===== config.mk =====
export PLATFORM = sky130hd
export DESIGN_NAME = idma_mfmap_raddr_gen
export DESIGN_NICKNAME = d
export VERILOG_FILES = /design/src/rtl/idma_mfmap_raddr_gen.sv
export SDC_FILE = /design/constraint.sdc
export NUM_CORES = 1
export LEC_CHECK = 0
export ABC_AREA = 1
export CAP_MARGIN = 20
export CORE_MARGIN = 8
export CORE_UTILIZATION = 45
export DETAILED_ROUTE_END_ITERATION = 10
export GPL_TIMING_DRIVEN = 1
export PLACE_DENSITY = 0.67
export SYNTH_ARGS = -nofsm -noshare
export SYNTH_HDL_FRONTEND = slang
export SYNTH_SLANG_ARGS = --single-unit

===== constraint.sdc =====
create_clock -name cclk -period 3.4 [get_ports cclk]
set_input_delay 0.34 -clock cclk [delete_from_list [all_inputs] [get_ports cclk]]
set_output_delay 0.34 -clock cclk [all_outputs]
set_load 0.02 [all_outputs]

===== src/rtl/idma_mfmap_raddr_gen.sv =====
// Multi-feature-map read-address generator: interleaves K base addresses over L stride
// steps into the read address FIFO, with abort, done pulse and config error detection.
module idma_mfmap_raddr_gen #(
    parameter int NUM_FMAP     = 4,
    parameter int AXI_ADDR_WID = 32,
    parameter int GAP_WID      = 16,
    parameter int LOOP_WID     = 16,
    parameter int SEL_WID      = 4
) (
    input  logic                             cclk,
    input  logic                             rst_n,
    input  logic                             cfg_start,
    input  logic                             cfg_abort,
    input  logic [SEL_WID-1:0]               cfg_fmap_num,
    input  logic [NUM_FMAP*AXI_ADDR_WID-1:0] cfg_base_addr,
    input  logic [GAP_WID-1:0]               cfg_addr_gap,
    input  logic [LOOP_WID-1:0]              cfg_loop_num,
    input  logic [31:0]                      cfg_rd_num,
    input  logic                             afifo_full,
    output logic                             req_valid,
    output logic [AXI_ADDR_WID-1:0]          req_addr,
    output logic [31:0]                      req_num,
    output logic                             busy,
    output logic                             done,
    output logic                             cfg_err,
    output logic [LOOP_WID+SEL_WID-1:0]      req_cnt
);

    localparam int IDX_WID = (NUM_FMAP > 1) ? $clog2(NUM_FMAP) : 1;
    localparam int CNT_WID = LOOP_WID + SEL_WID;

    typedef enum logic [1:0] {S_IDLE, S_ISSUE, S_DONE} state_t;

    state_t                  r_state;
    logic [AXI_ADDR_WID-1:0] r_base [NUM_FMAP];
    logic [AXI_ADDR_WID-1:0] w_cfg_base [NUM_FMAP];
    logic [AXI_ADDR_WID-1:0] r_offset;
    logic [AXI_ADDR_WID-1:0] r_req_addr;
    logic [GAP_WID-1:0]      r_gap;
    logic [IDX_WID-1:0]      r_fmap_idx;
    logic [IDX_WID-1:0]      r_last_idx;
    logic [LOOP_WID-1:0]     r_loop_idx;
    logic [LOOP_WID-1:0]     r_loop_last;
    logic [31:0]             r_req_num;
    logic [CNT_WID-1:0]      r_req_cnt;
    logic                    r_busy;
    logic                    r_done;
    logic                    r_cfg_err;

    logic                    w_cfg_legal;
    logic                    w_push;
    logic                    w_map_wrap;
    logic                    w_job_end;
    logic [IDX_WID-1:0]      w_idx_inc;
    logic [AXI_ADDR_WID-1:0] w_offset_next;
    logic [AXI_ADDR_WID-1:0] w_addr_next;

    for (genvar gi = 0; gi < NUM_FMAP; gi++) begin : g_slot
        assign w_cfg_base[gi] = cfg_base_addr[gi*AXI_ADDR_WID +: AXI_ADDR_WID];
    end

    assign w_cfg_legal = (cfg_fmap_num != '0)
                      && ({1'b0, cfg_fmap_num} <= (SEL_WID+1)'(NUM_FMAP))
                      && (cfg_loop_num != '0);

    // Abort suppresses the push in the same cycle so no request leaks past it.
    assign w_push        = (r_state == S_ISSUE) && !afifo_full && !cfg_abort;
    assign w_map_wrap    = (r_fmap_idx == r_last_idx);
    assign w_job_end     = w_map_wrap && (r_loop_idx == r_loop_last);
    assign w_idx_inc     = r_fmap_idx + IDX_WID'(1);
    assign w_offset_next = r_offset + AXI_ADDR_WID'(r_gap);
    // Address for the following push is prepared a cycle early so req_addr is a register.
    assign w_addr_next   = w_map_wrap ? (r_base[0] + w_offset_next)
                                      : (r_base[w_idx_inc] + r_offset);

    always_ff @(posedge cclk or negedge rst_n) begin
        if (!rst_n) begin
            r_state     <= S_IDLE;
            for (int i = 0; i < NUM_FMAP; i++) r_base[i] <= '0;
            r_offset    <= '0;
            r_req_addr  <= '0;
            r_gap       <= '0;
            r_fmap_idx  <= '0;
            r_last_idx  <= '0;
            r_loop_idx  <= '0;
            r_loop_last <= '0;
            r_req_num   <= '0;
            r_req_cnt   <= '0;
            r_busy      <= 1'b0;
            r_done      <= 1'b0;
            r_cfg_err   <= 1'b0;
        end else begin
            r_done    <= 1'b0;
            r_cfg_err <= 1'b0;
            case (r_state)
                S_IDLE: begin
                    if (cfg_start && !cfg_abort) begin
                        if (w_cfg_legal) begin
                            for (int i = 0; i < NUM_FMAP; i++) r_base[i] <= w_cfg_base[i];
                            r_req_addr  <= w_cfg_base[0];
                            r_gap       <= cfg_addr_gap;
                            r_last_idx  <= IDX_WID'(cfg_fmap_num - SEL_WID'(1));
                            r_loop_last <= cfg_loop_num - LOOP_WID'(1);
                            r_req_num   <= cfg_rd_num;
                            r_offset    <= '0;
                            r_fmap_idx  <= '0;
                            r_loop_idx  <= '0;
                            r_req_cnt   <= '0;
                            r_busy      <= 1'b1;
                            r_state     <= S_ISSUE;
                        end else begin
                            r_cfg_err <= 1'b1;
                        end
                    end
                end
                S_ISSUE: begin
                    if (cfg_abort) begin
                        r_busy  <= 1'b0;
                        r_state <= S_IDLE;
                    end else if (w_push) begin
                        r_req_cnt  <= r_req_cnt + CNT_WID'(1);
                        r_req_addr <= w_addr_next;
                        if (w_map_wrap) begin
                            r_fmap_idx <= '0;
                            r_offset   <= w_offset_next;
                            r_loop_idx <= r_loop_idx + LOOP_WID'(1);
                        end else begin
                            r_fmap_idx <= w_idx_inc;
                        end
                        if (w_job_end) begin
                            r_busy  <= 1'b0;
                            r_done  <= 1'b1;
                            r_state <= S_DONE;
                        end
                    end
                end
                S_DONE:  r_state <= S_IDLE;
                default: r_state <= S_IDLE;
            endcase
        end
    end

    assign req_valid = w_push;
    assign req_addr  = r_req_addr;
    assign req_num   = r_req_num;
    assign busy      = r_busy;
    assign done      = r_done;
    assign cfg_err   = r_cfg_err;
    assign req_cnt   = r_req_cnt;

endmodule


==> flow_summary.json <==
{
  "status": "finished with violations",
  "failed_checks": "setup timing",
  "fmax_mhz": 274,
  "area_delta_synth_final_pct": 44.8,
  "grt_first_pass_wirelength_mm": 114,
  "leakage_nw": 13.2,
  "worstSkewPairLatency_ns": 0.56,
  "htreeDepth": 2,
  "synth.cell_area_um2": 19000,
  "coreArea_um2": 41800,
  "holdWs_ns": 0.311,
  "ys_ff_latch": 301,
  "die_x_um": 221,
  "yosysMostFrequentCell": "nand2_1",
  "gp_congestion": 0.980,
  "dr.pass1.iters": 5,
  "crit_arrival_ns": 4.10,
  "drtAntennaViolNets": 0,
  "slowest_stage": "dfrtp_1",
  "hold_start": "cfg_rd_num[16]",
  "fin_skew_ns": 0.0173,
  "hold_viol": 0,
  "seq_area_frac_synth_pct": 39.7,
  "synth_ff_type": "dfrtp_1",
  "dp_hpwl_mm": 56.7,
  "endpoint_kind": "flop",
  "synth_common_cells": "nand2_1 (907), dfrtp_1 (301), nor2_1 (223)",
  "async_flop_share_pct": 100,
  "dp_slack_ns": -0.769,
  "finalMaxSlewViolations": 0,
  "synth_area_leaders": "dfrtp_1 (40%), nand2_1 (18%), ha_1 (5.6%)",
  "synth_cell_types": 58,
  "period_share_pct": 107,
  "path_common_cell": "nand2_1",
  "rsz0062_at_grt": "yes",
  "hp-class": "in2reg",
  "ir_drop_mv": 0.513,
  "grt-ovfl-total": 0,
  "relSlewSlack_pct": 41.3,
  "cts_tree": "yes",
  "synth-edff-count": 0,
  "syn_nets": 2900,
  "path_class": "reg2reg",
  "ys_warn_count": 0,
  "drt_wl_total_mm": 73.7,
  "viasPerCell": 5.37,
  "powerDensity_nw_per_um2": 698,
  "grt_antenna_before_repair": 0,
  "dieArea_um2": 49000,
  "syn_inst": 2611,
  "dp.cells": 3671,
  "final.min_clock_period_ns": 3.65,
  "synth_largest_area_cell": "dfrtp_1",
  "worst_pin_slew_ns": 0.881,
  "clock-sinks": 301,
  "drt-initial-drc-count": 1485,
  "cap_violations": 0,
  "stdcell_count": 3764,
  "power_w": 0.0192,
  "vias": 20200,
  "setup.worst_path.start_class": "flop",
  "nets": 3487,
  "drc_errors": 0,
  "critPathLaunch": "r_offset[0]",
  "chipHeight_um": 221,
  "rows": 75,
  "grt_max_degree": 103,
  "path_max_fanout": 5,
  "numCtsBuffers": 37,
  "diodes": 0,
  "io_pins": 289,
  "crit_required_ns": 3.85,
  "root_buffer": "clkbuf_16",
  "avgSynthCellArea_um2": 7.27,
  "finalSetupViolations": 20,
  "first_global_vias": 20400,
  "io_buffers": 288,
  "critical_path.max_stage_delay_ns": 0.35,
  "reg2reg_slack_ns": -0.25,
  "drive_above_1_share_pct": 20.2,
  "fin_ws_ns": -0.247,
  "clk_pin_slew_ns": 0.06,
  "yosys.area.top_type_share_pct": 39.7,
  "grtUsageTotal_pct": 29.2,
  "initial_core_util_pct": 45.5,
  "cts_buffer_depth": 3,
  "wl_per_cell_um": 19.6,
  "r2r_start": "r_offset[0]"
}
## layout by cell type (no fill, tap or decap), drive strengths merged, types with 4 or more instances in the layout
master,netlist,final
o211ai,4,4
buf,55,355
a21oi,174,174
nand3b,9,9
clkinv,1,11
o21a,12,12
o41ai,30,30
clkdlybuf4s50,0,287
xor2,41,41
o21ai,132,132
a22oi,32,32
o21bai,12,12
nand2,909,909
o22ai,8,8
nor4,17,17
ha,85,85
and2,7,7
o31ai,16,16
dfrtp,301,301
or2,13,13
xnor2,31,31
bufinv,0,5
a22o,14,14
nor2,229,229
nor3,40,40
nand4,29,29
a21boi,6,6
a21o,9,9
inv,197,199
clkbuf,40,49
nand3,140,140
## cell families (layout without fill, tap and decap cells)
family,Yosys count,after routing,share of synthesized area (%)
xor+xnor,72,72,3.32
simple gates,1400,1400,30.5
compound gates,457,457,14.5
flops,301,301,39.7
fa+ha+maj,88,88,5.92
buf+inv,293,907,6.10
## power by group
part,switching (W),internal [W]
registers,0.000810,0.00443
logic,0.00522,0.00449
clock network,0.00166,0.00258
total,0.00769,0.0115
## per-stage QoR
stage,setup TNS (ns),util [%],cell area (um^2)
global route,-6.94,65.8,27500
global placement,-9.88,59.4,24800
CTS,-3.83,64.1,26800
detailed placement,-11.41,59.4,24800
floorplan,0,-,19000
finish,-3.44,65.8,27500
## layout make-up
| cell class | count | area (um^2) |
|---|---|---|
| Fill cell | 3630 | 14300 |
| Multi-Input combinational cell | 2017 | 11500 |
| Sequential cell | 301 | 7530 |
| Timing Repair Buffer | 643 | 5790 |
| Clock buffer | 49 | 1050 |
| Inverter | 198 | 751 |
| Tap cell | 539 | 674 |
| Clock inverter | 17 | 244 |
## per-layer routing
layer / GRT usage, % / vias up / routed length [um]
met2: 51.3 / 620 / 36000
li1: - / 9820 / -
met5: 0 / - / 0
met1: 35.0 / 9620 / 30100
met4: 11.7 / 0 / 3290
met3: 5.32 / 144 / 4260
## critical path, delay by kind of cell (launching register included)
kind                     cells  cell delay [ns]
AND/OR/NAND/NOR             14             1.30
adder cells (fa/ha/maj)      3             0.84
AO/OA/AOI/OAI                4             0.66
flip-flops                   1             0.35
buffers and inverters        4             0.34
## flip-flops by register name (all words and copies together), names as in the netlist
name	cells
req_addr	32
r_state	2
busy	1
req_cnt	20
r_loop_last	16
r_offset	32
r_last_idx	2
r_gap	16
r_loop_idx	16
cfg_err	1
req_num	32
done	1
r_fmap_idx	2
r_base	128
## final timing paths
path / to / cells after the start
setup / recovery: req_addr[31] / 25
hold / removal: req_num[16] / 3
setup reg to reg: req_addr[31] / 25
hold reg to reg: req_addr[30] / 2
max in group asynchronous: r_base[66] / 3
min in group asynchronous: r_base[116] / 2
## what timing repair did
action	in CTS	in global routing
endpoints found under the hold margin	87	0
pin swaps	61	69
hold buffers	1	0
endpoints found under the setup margin	23	26
gates resized for setup	159	128
buffers inserted	11	15
(Power assumes the default switching activity.)
